==> config.mk <==
export PLATFORM = sky130hd
export DESIGN_NAME = round_robin_fifo_distributor
export DESIGN_NICKNAME = d
export VERILOG_FILES = /design/src/rtl/round_robin_fifo_distributor.sv
export SDC_FILE = /design/constraint.sdc
export NUM_CORES = 1
export LEC_CHECK = 0
export ABC_AREA = 0
export CAP_MARGIN = 40
export CORE_MARGIN = 3
export CORE_UTILIZATION = 60
export DETAILED_ROUTE_END_ITERATION = 12
export MAX_ROUTING_LAYER = met4
export PLACE_DENSITY = 0.9
export SYNTH_ARGS = -nofsm -noshare
export SYNTH_HDL_FRONTEND = slang
export SYNTH_SLANG_ARGS = --single-unit
==> constraint.sdc <==
create_clock -name clk -period 4.1 [get_ports clk]
set_input_delay 0.82 -clock clk [delete_from_list [all_inputs] [get_ports clk]]
set_output_delay 0.82 -clock clk [all_outputs]
set_load 0.005 [all_outputs]
==> src/rtl/round_robin_fifo_distributor.sv <==
// Round-robin distributor: one write stream spread over four FIFOs, each
// drained by its own consumer through a registered output port.
module round_robin_fifo_distributor #(
   parameter int WIDTH = 8,
   parameter int DEPTH = 8
) (
   input  logic             clk,
   input  logic             rst_n,
   input  logic             wen,
   input  logic [WIDTH-1:0] din,
   input  logic [3:0]       ren,
   output logic [WIDTH-1:0] a,
   output logic [WIDTH-1:0] b,
   output logic [WIDTH-1:0] c,
   output logic [WIDTH-1:0] d,
   output logic [3:0]       valid,
   output logic [3:0]       fifo_full,
   output logic             full_all,
   output logic             drop
);

   localparam int AW = (DEPTH > 1) ? $clog2(DEPTH) : 1;
   localparam int CW = AW + 1;
   localparam logic [CW-1:0] FULL_CNT = CW'(DEPTH);

   logic [WIDTH-1:0] mem_q  [4][DEPTH];
   logic [WIDTH-1:0] mem_d  [4][DEPTH];
   logic [AW-1:0]    wptr_q [4];
   logic [AW-1:0]    wptr_d [4];
   logic [AW-1:0]    rptr_q [4];
   logic [AW-1:0]    rptr_d [4];
   logic [CW-1:0]    cnt_q  [4];
   logic [CW-1:0]    cnt_d  [4];
   logic [WIDTH-1:0] out_q  [4];
   logic [WIDTH-1:0] out_d  [4];
   logic [1:0]       ptr_q;
   logic [1:0]       ptr_d;
   logic [3:0]       valid_q;
   logic [3:0]       valid_d;
   logic             drop_q;
   logic             drop_d;

   logic [3:0]       full_s;
   logic [3:0]       rd_s;
   logic [3:0]       wr_s;
   logic [1:0]       tgt_s;
   logic [1:0]       idx_s;
   logic             found_s;

   // Status from start-of-cycle counts and round-robin target selection.
   always_comb begin
      full_s  = 4'b0000;
      rd_s    = 4'b0000;
      wr_s    = 4'b0000;
      tgt_s   = ptr_q;
      idx_s   = 2'd0;
      found_s = 1'b0;
      for (int i = 0; i < 4; i++) begin
         full_s[i] = (cnt_q[i] == FULL_CNT);
         rd_s[i]   = ren[i] && (cnt_q[i] != {CW{1'b0}});
      end
      // Scan from farthest to nearest so the nearest non-full FIFO wins.
      for (int k = 3; k >= 0; k--) begin
         idx_s = ptr_q + 2'(k);
         if (!full_s[idx_s]) begin
            tgt_s   = idx_s;
            found_s = 1'b1;
         end else begin
            tgt_s   = tgt_s;
         end
      end
      if (wen && found_s) begin
         wr_s[tgt_s] = 1'b1;
      end else begin
         wr_s = 4'b0000;
      end
   end

   // Next-state for storage, pointers, counts, outputs and drop flag.
   always_comb begin
      mem_d  = mem_q;
      ptr_d  = ptr_q;
      drop_d = 1'b0;
      for (int i = 0; i < 4; i++) begin
         wptr_d[i]  = wptr_q[i];
         rptr_d[i]  = rptr_q[i];
         cnt_d[i]   = cnt_q[i];
         out_d[i]   = {WIDTH{1'b0}};
         valid_d[i] = 1'b0;
         if (wr_s[i]) begin
            mem_d[i][wptr_q[i]] = din;
            wptr_d[i]           = wptr_q[i] + AW'(1);
         end else begin
            wptr_d[i] = wptr_q[i];
         end
         if (rd_s[i]) begin
            out_d[i]   = mem_q[i][rptr_q[i]];
            valid_d[i] = 1'b1;
            rptr_d[i]  = rptr_q[i] + AW'(1);
         end else begin
            rptr_d[i] = rptr_q[i];
         end
         case ({wr_s[i], rd_s[i]})
            2'b10:   cnt_d[i] = cnt_q[i] + CW'(1);
            2'b01:   cnt_d[i] = cnt_q[i] - CW'(1);
            default: cnt_d[i] = cnt_q[i];
         endcase
      end
      if (wen) begin
         if (found_s) begin
            ptr_d = tgt_s + 2'd1;
         end else begin
            drop_d = 1'b1;
         end
      end else begin
         ptr_d = ptr_q;
      end
   end

   // Control state register with synchronous active-low reset.
   always_ff @(posedge clk) begin
      if (!rst_n) begin
         ptr_q   <= 2'd0;
         valid_q <= 4'b0000;
         drop_q  <= 1'b0;
         for (int i = 0; i < 4; i++) begin
            wptr_q[i] <= {AW{1'b0}};
            rptr_q[i] <= {AW{1'b0}};
            cnt_q[i]  <= {CW{1'b0}};
            out_q[i]  <= {WIDTH{1'b0}};
         end
      end else begin
         ptr_q   <= ptr_d;
         valid_q <= valid_d;
         drop_q  <= drop_d;
         for (int i = 0; i < 4; i++) begin
            wptr_q[i] <= wptr_d[i];
            rptr_q[i] <= rptr_d[i];
            cnt_q[i]  <= cnt_d[i];
            out_q[i]  <= out_d[i];
         end
      end
   end

   // FIFO storage; contents need no reset because counts gate every read.
   always_ff @(posedge clk) begin
      mem_q <= mem_d;
   end

   assign a         = out_q[0];
   assign b         = out_q[1];
   assign c         = out_q[2];
   assign d         = out_q[3];
   assign valid     = valid_q;
   assign fifo_full = full_s;
   assign full_all  = &full_s;
   assign drop      = drop_q;

endmodule

* Word-level counts from Yosys, hierarchy flattened *
Memories as Yosys holds them, arrays and structs flattened.
Cells that the tools add are included.

operators by class
  add/subtract/negate cells = 20
  multipliers = 0
  divide/modulo/power cells = 0
  order comparisons = 18
  eq/ne operators = 12
  shift-type cells = 0
  muxes and demuxes = 82
  bitwise gates (word level) = 24
  reductions and logical operators = 17

operators with widths
  kind                 number
  $bwmux 64            4
  $mux 8               20
  $bmux 8 s3           4
  $demux 8 s3          4
  $mux 3               16
  $ge 4x4->1 const B   8
  $not 3->4            8
  $pmux 4 s2           4
  $add 3x1->3 const B  8
  $mux 4               5
  $add 4x1->4 const B  4
  $eq 4x4->1 const B   4
  $lt 4x1->1 const B   4
  $mux 1               16
  $or 1x1->1           16
  $reduce_bool 4->1    4
  $sub 4x1->4 const B  4
  $lt 2x3->1 const B   5
  $logic_and 1x1->1    10
  $bmux 1 s2           4
  $eq 2x1->1 const B   4
  $eq 2x2->1 const B   4
  $mux 2               4
  $add 2x1->2 const B  2
  5 further kinds      7

storage, ports and cells
  flip-flop bits (word level) = 263
  latch bits = 0
  memory bits (writable) = 72
  ROM bits = 0
  input port bits = 15
  memories = 4

memory list
  name    words  bits a word  rd ports  clocked after Yosys merged registers in  write ports  RTL line  source
  out_q   4      8            4         0                                        4            34        logic [WIDTH-1:0] out_q [4];
  cnt_q   4      4            4         0                                        4            32        logic [CW-1:0] cnt_q [4];
  rptr_q  4      3            4         0                                        4            30        logic [AW-1:0] rptr_q [4];
  wptr_q  4      3            4         0                                        4            28        logic [AW-1:0] wptr_q [4];

* Depth between registers and ports, before layout *
Gate-level depths: netlist of run 1.

  depth after elaboration = 15
  depth in mapped cells = 15
  depth with buffers taken out = 14

* Worst setup path after synthesis of run 1 *
Ideal clock, no wire load.

  path type = register -> register
  from = memory cnt_q[3][0] (netlist name)
  to = register mem_q[232] (netlist name) (enable)
  library setup time = 0.398 ns
  arrival = 2.791 ns
  setup slack = 0.911 ns
  stages on the path, launching flop included = 9
  buffers on the path = 2
  period minus slack after synthesis = 3.189 ns
  path through = dfxtp_1 or4b_1 buf_2 nor4_1 or2_1 buf_6 and2_2 inv_2 nor4b_1

RTL lines
  item                  RTL line  source
  from (decl)           32
  to (signal assigned)  147       mem_q <= mem_d;
  to (decl)             26        logic [WIDTH-1:0] mem_q [4][DEPTH];

==> flow_metrics.py, run 1 <==
metrics = {
    "placed_design": {
        "place_area_sq_um": 14290,
        "dp_cells": 1096,
        "hpwl_um": 16210,
        "gp_congestion": 0.8210,
        "io_buffers": 56,
    },
    "yosys": {
        "synth_mux_area_frac": 0.1464,
        "ys_async_sr_fraction": 0,
        "synth_top_family_by_area": "multiplexers",
        "synth_xor_area_frac": 0.01543,
        "ys_warn_count": 0,
        "synth_area_leaders": "edfxtp_1 59%, dfxtp_1 12%, mux4_2 11%",
        "syn-cell-area_sq_um": 13060,
        "yosys-top-cells-count": "256 x edfxtp_1, 79 x dfxtp_1, 66 x nor2_1, 64 x mux4_2, 47 x mux2i_1",
        "yosysTopAreaCell": "edfxtp_1",
        "synth_cell_type_count": 52,
        "synthSimpleGateAreaFrac": 0.06738,
        "synth-compound-area-share": 0.02511,
        "syn_nets": 795,
        "syn_inst": 760,
        "synth_most_common_cell": "edfxtp_1",
        "ys_ff_latch": 335,
        "netlist.area_leader.share": 0.5888,
        "synth_ff_type": "edfxtp_1",
        "synthAdderAreaFrac": 0.01917,
        "synth_area_per_cell_sq_um": 17.18,
        "synth_edf_count": 256,
        "ys_seq_area_frac": 0.7100,
    },
    "clock_network": {
        "path_clk_slew_ps": 60,
        "h-tree-depth": 2,
        "cts_resized": 0,
        "clock_path_buffers": 3,
        "ctsRootBufferMaster": "clkbuf_16",
        "cts_tree": "built",
        "cts_buffers": 34,
        "postCtsHoldBufs": 0,
        "insertion_delay_ps": 510,
        "cts_sinks": 335,
        "post_cts_buffers": 0,
    },
    "critical_path": {
        "crit_family": "simple AND/OR/NAND/NOR gates",
        "cp_cell_sequence": "or4b_4, clkinv_2, and3_1, nor4_1, nor2_1, and2_1, inv_1, ha_1, xor2_1, ha_1, a21oi_1, xor2_1, or3_1, a21oi_1",
        "ff2ff_setup_slack_ps": 570,
        "cp.required_ps": 4540,
        "crit_type": "reg -> reg",
        "critPathBufInv": 2,
        "crit_path_end_kind": "flop",
        "crit_path_max_fanout": 7,
        "critPathLaunchType": "flop",
        "worst_ep_arrival_time_ps": 3970,
        "crit_slowest_cell": "or4b_4",
        "critPathMaxStageDelay_ps": 620,
    },
    "floorplan": {
        "core_sq_um": 21220,
        "ios": 57,
        "dieArea_sq_um": 23560,
        "initial_utilization": 0.6152,
        "die_w_um": 153.5,
        "placementRows": 53,
        "dieHeight_um": 153.5,
    },
    "detailed_routing": {
        "vias_per_cell": 5.967,
        "vias": 6904,
        "drc": 0,
        "drtIter0Drc": 634,
        "postRouteAntennaNets": 0,
        "post_drt_wl_per_cell_um": 21.84,
        "dr.pass1.iters": 5,
        "routed_wl_um": 25270,
    },
    "timing": {
        "final-setup-viol-count": 0,
        "finalCritPeriodShare": 0.8610,
        "fin_skew_ps": 16.99,
        "timing.fmax_ghz": 0.2833,
        "slew-limit-headroom": 0.4246,
        "fin_crit_ps": 3530,
        "rsz0062_at_grt": "false",
        "worstMarginPinSlew_ps": 862.0,
        "hold_violations": 0,
        "slew_violations": 0,
        "fin_setup_tns_ps": 0,
    },
    "power_and_ir_drop": {
        "ir_drop_v": 0.0005453,
        "p_per_area_nw_per_um2": 567.9,
        "power_mw": 8.774,
        "leakage_nw": 5.102,
    },
    "final_layout": {
        "multi_input_area_sq_um": 3571,
        "drive_gt1_frac": 0.1882,
        "fillers": 1235,
        "regArea_sq_um": 9269,
        "design_area_sq_um": 15450,
        "final_cells": 1157,
        "diodes": 0,
        "area_growth_pct": 18.34,
        "nets": 892,
    },
    "global_routing": {
        "grt_pass1_vias": 7071,
        "antenna_found_initial": 0,
        "grt_max_degree": 25,
        "overflow": 0,
        "grt_pass1_wl_um": 40170,
        "grt_use_total": 0.2250,
    },
    "min_path": {
        "hold_path.class": "reg -> reg",
    },
    "status": {
        "status": "completed",
    },
    "flow_run": {
        "maxCapViolCount": 0,
    },
}
-- registers in the layout, summed over array words and instances, names as in the netlist --
signal  cells
cnt_q      16
drop        1
mem_q     256
out_q      32
ptr_q       2
rptr_q     12
valid       4
wptr_q     12
-- metrics by stage --
stage	hold slack [ps]	setup slack, ps	utilization
after floorplan	466.1	910.9	-
after global placement	480.3	490.9	0.6621
after detailed placement	490.0	404.9	0.6733
after CTS	498.6	599.7	0.7281
after global routing	550.2	293.9	0.7281
final	501.4	569.8	0.7281
-- cell type report --
type,count,area share
Timing Repair Buffer,98,0.06722
Sequential cell,335,0.5999
Clock buffer,45,0.06041
Clock inverter,16,0.01482
Tap cell,275,0.02227
Inverter,17,0.004211
Multi-Input combinational cell,371,0.2311
-- cell usage in the layout (no fill, tap or decap), drive strengths merged, types with 9 or more instances in the layout --
cell / n
edfxtp: 256
xor2: 16
a21oi: 17
mux2i: 47
nor4: 9
dfxtp: 79
clkbuf: 45
clkdlybuf4s50: 56
mux4: 64
inv: 17
ha: 20
clkinv: 10
nand2: 31
o21ai: 11
buf: 42
nor3: 12
nor2: 68
-- worst register-to-register path, delay by kind of cell, from the launching register on --
kind	cells	cell delay, ps
buffers and inverters	2	220
AO/OA/AOI/OAI	2	280
adder cells (fa/ha/maj)	2	460
XOR/XNOR	2	260
AND/OR/NAND/NOR	6	1860
flip-flops	1	380
-- path summary, 6_finish.rpt --
check / startpoint / endpoint / depth (start not counted)
max: cnt_q[1][0] / cnt_q[2][2] / 14
min: cnt_q[3][3] / cnt_q[3][3] / 2
max reg2reg: cnt_q[1][0] / cnt_q[2][2] / 14
min reg2reg: cnt_q[3][3] / cnt_q[3][3] / 2
-- cells by family (layout without fill, tap and decap cells) --
logic type / Yosys count / in the layout
AOI/OAI and AO/OA: 50 / 50
xor gates and xnor gates: 23 / 23
adders and majority gates: 20 / 20
buffers and inverters: 54 / 176
DFF: 335 / 335
muxes: 111 / 111
and+or+nand+nor: 167 / 167
-- routing by layer --
metal	global-route usage	wire length, um	up-vias	share of wire
met5	-	0	-	0
met4	0.07191	650	0	0.026
met3	0.03209	1048	51	0.041
met2	0.3789	13380	205	0.53
met1	0.2878	10200	3492	0.40
li1	-	-	3156	-
-- power by group --
part           total [mW]  leakage, nW  internal (mW)  switching, mW
combinational        1.53         1.59          0.825          0.703
sequential           4.06         2.95           3.84          0.217
clock                3.19        0.570           1.98           1.21
total                8.77         5.10           6.65           2.13
(Power assumes the default switching activity.)
==> inputs of run 2 (changes only) <==
--- a/config.mk
+++ b/config.mk
@@ -10,6 +10,7 @@
 export CORE_MARGIN = 3
 export CORE_UTILIZATION = 60
 export DETAILED_ROUTE_END_ITERATION = 12
+export GPL_TIMING_DRIVEN = 1
 export MAX_ROUTING_LAYER = met4
 export PLACE_DENSITY = 0.9
 export SYNTH_ARGS = -nofsm -noshare
==> results of run 2 <==
The final DEF is identical to that of run 1; final timing and power are the same.
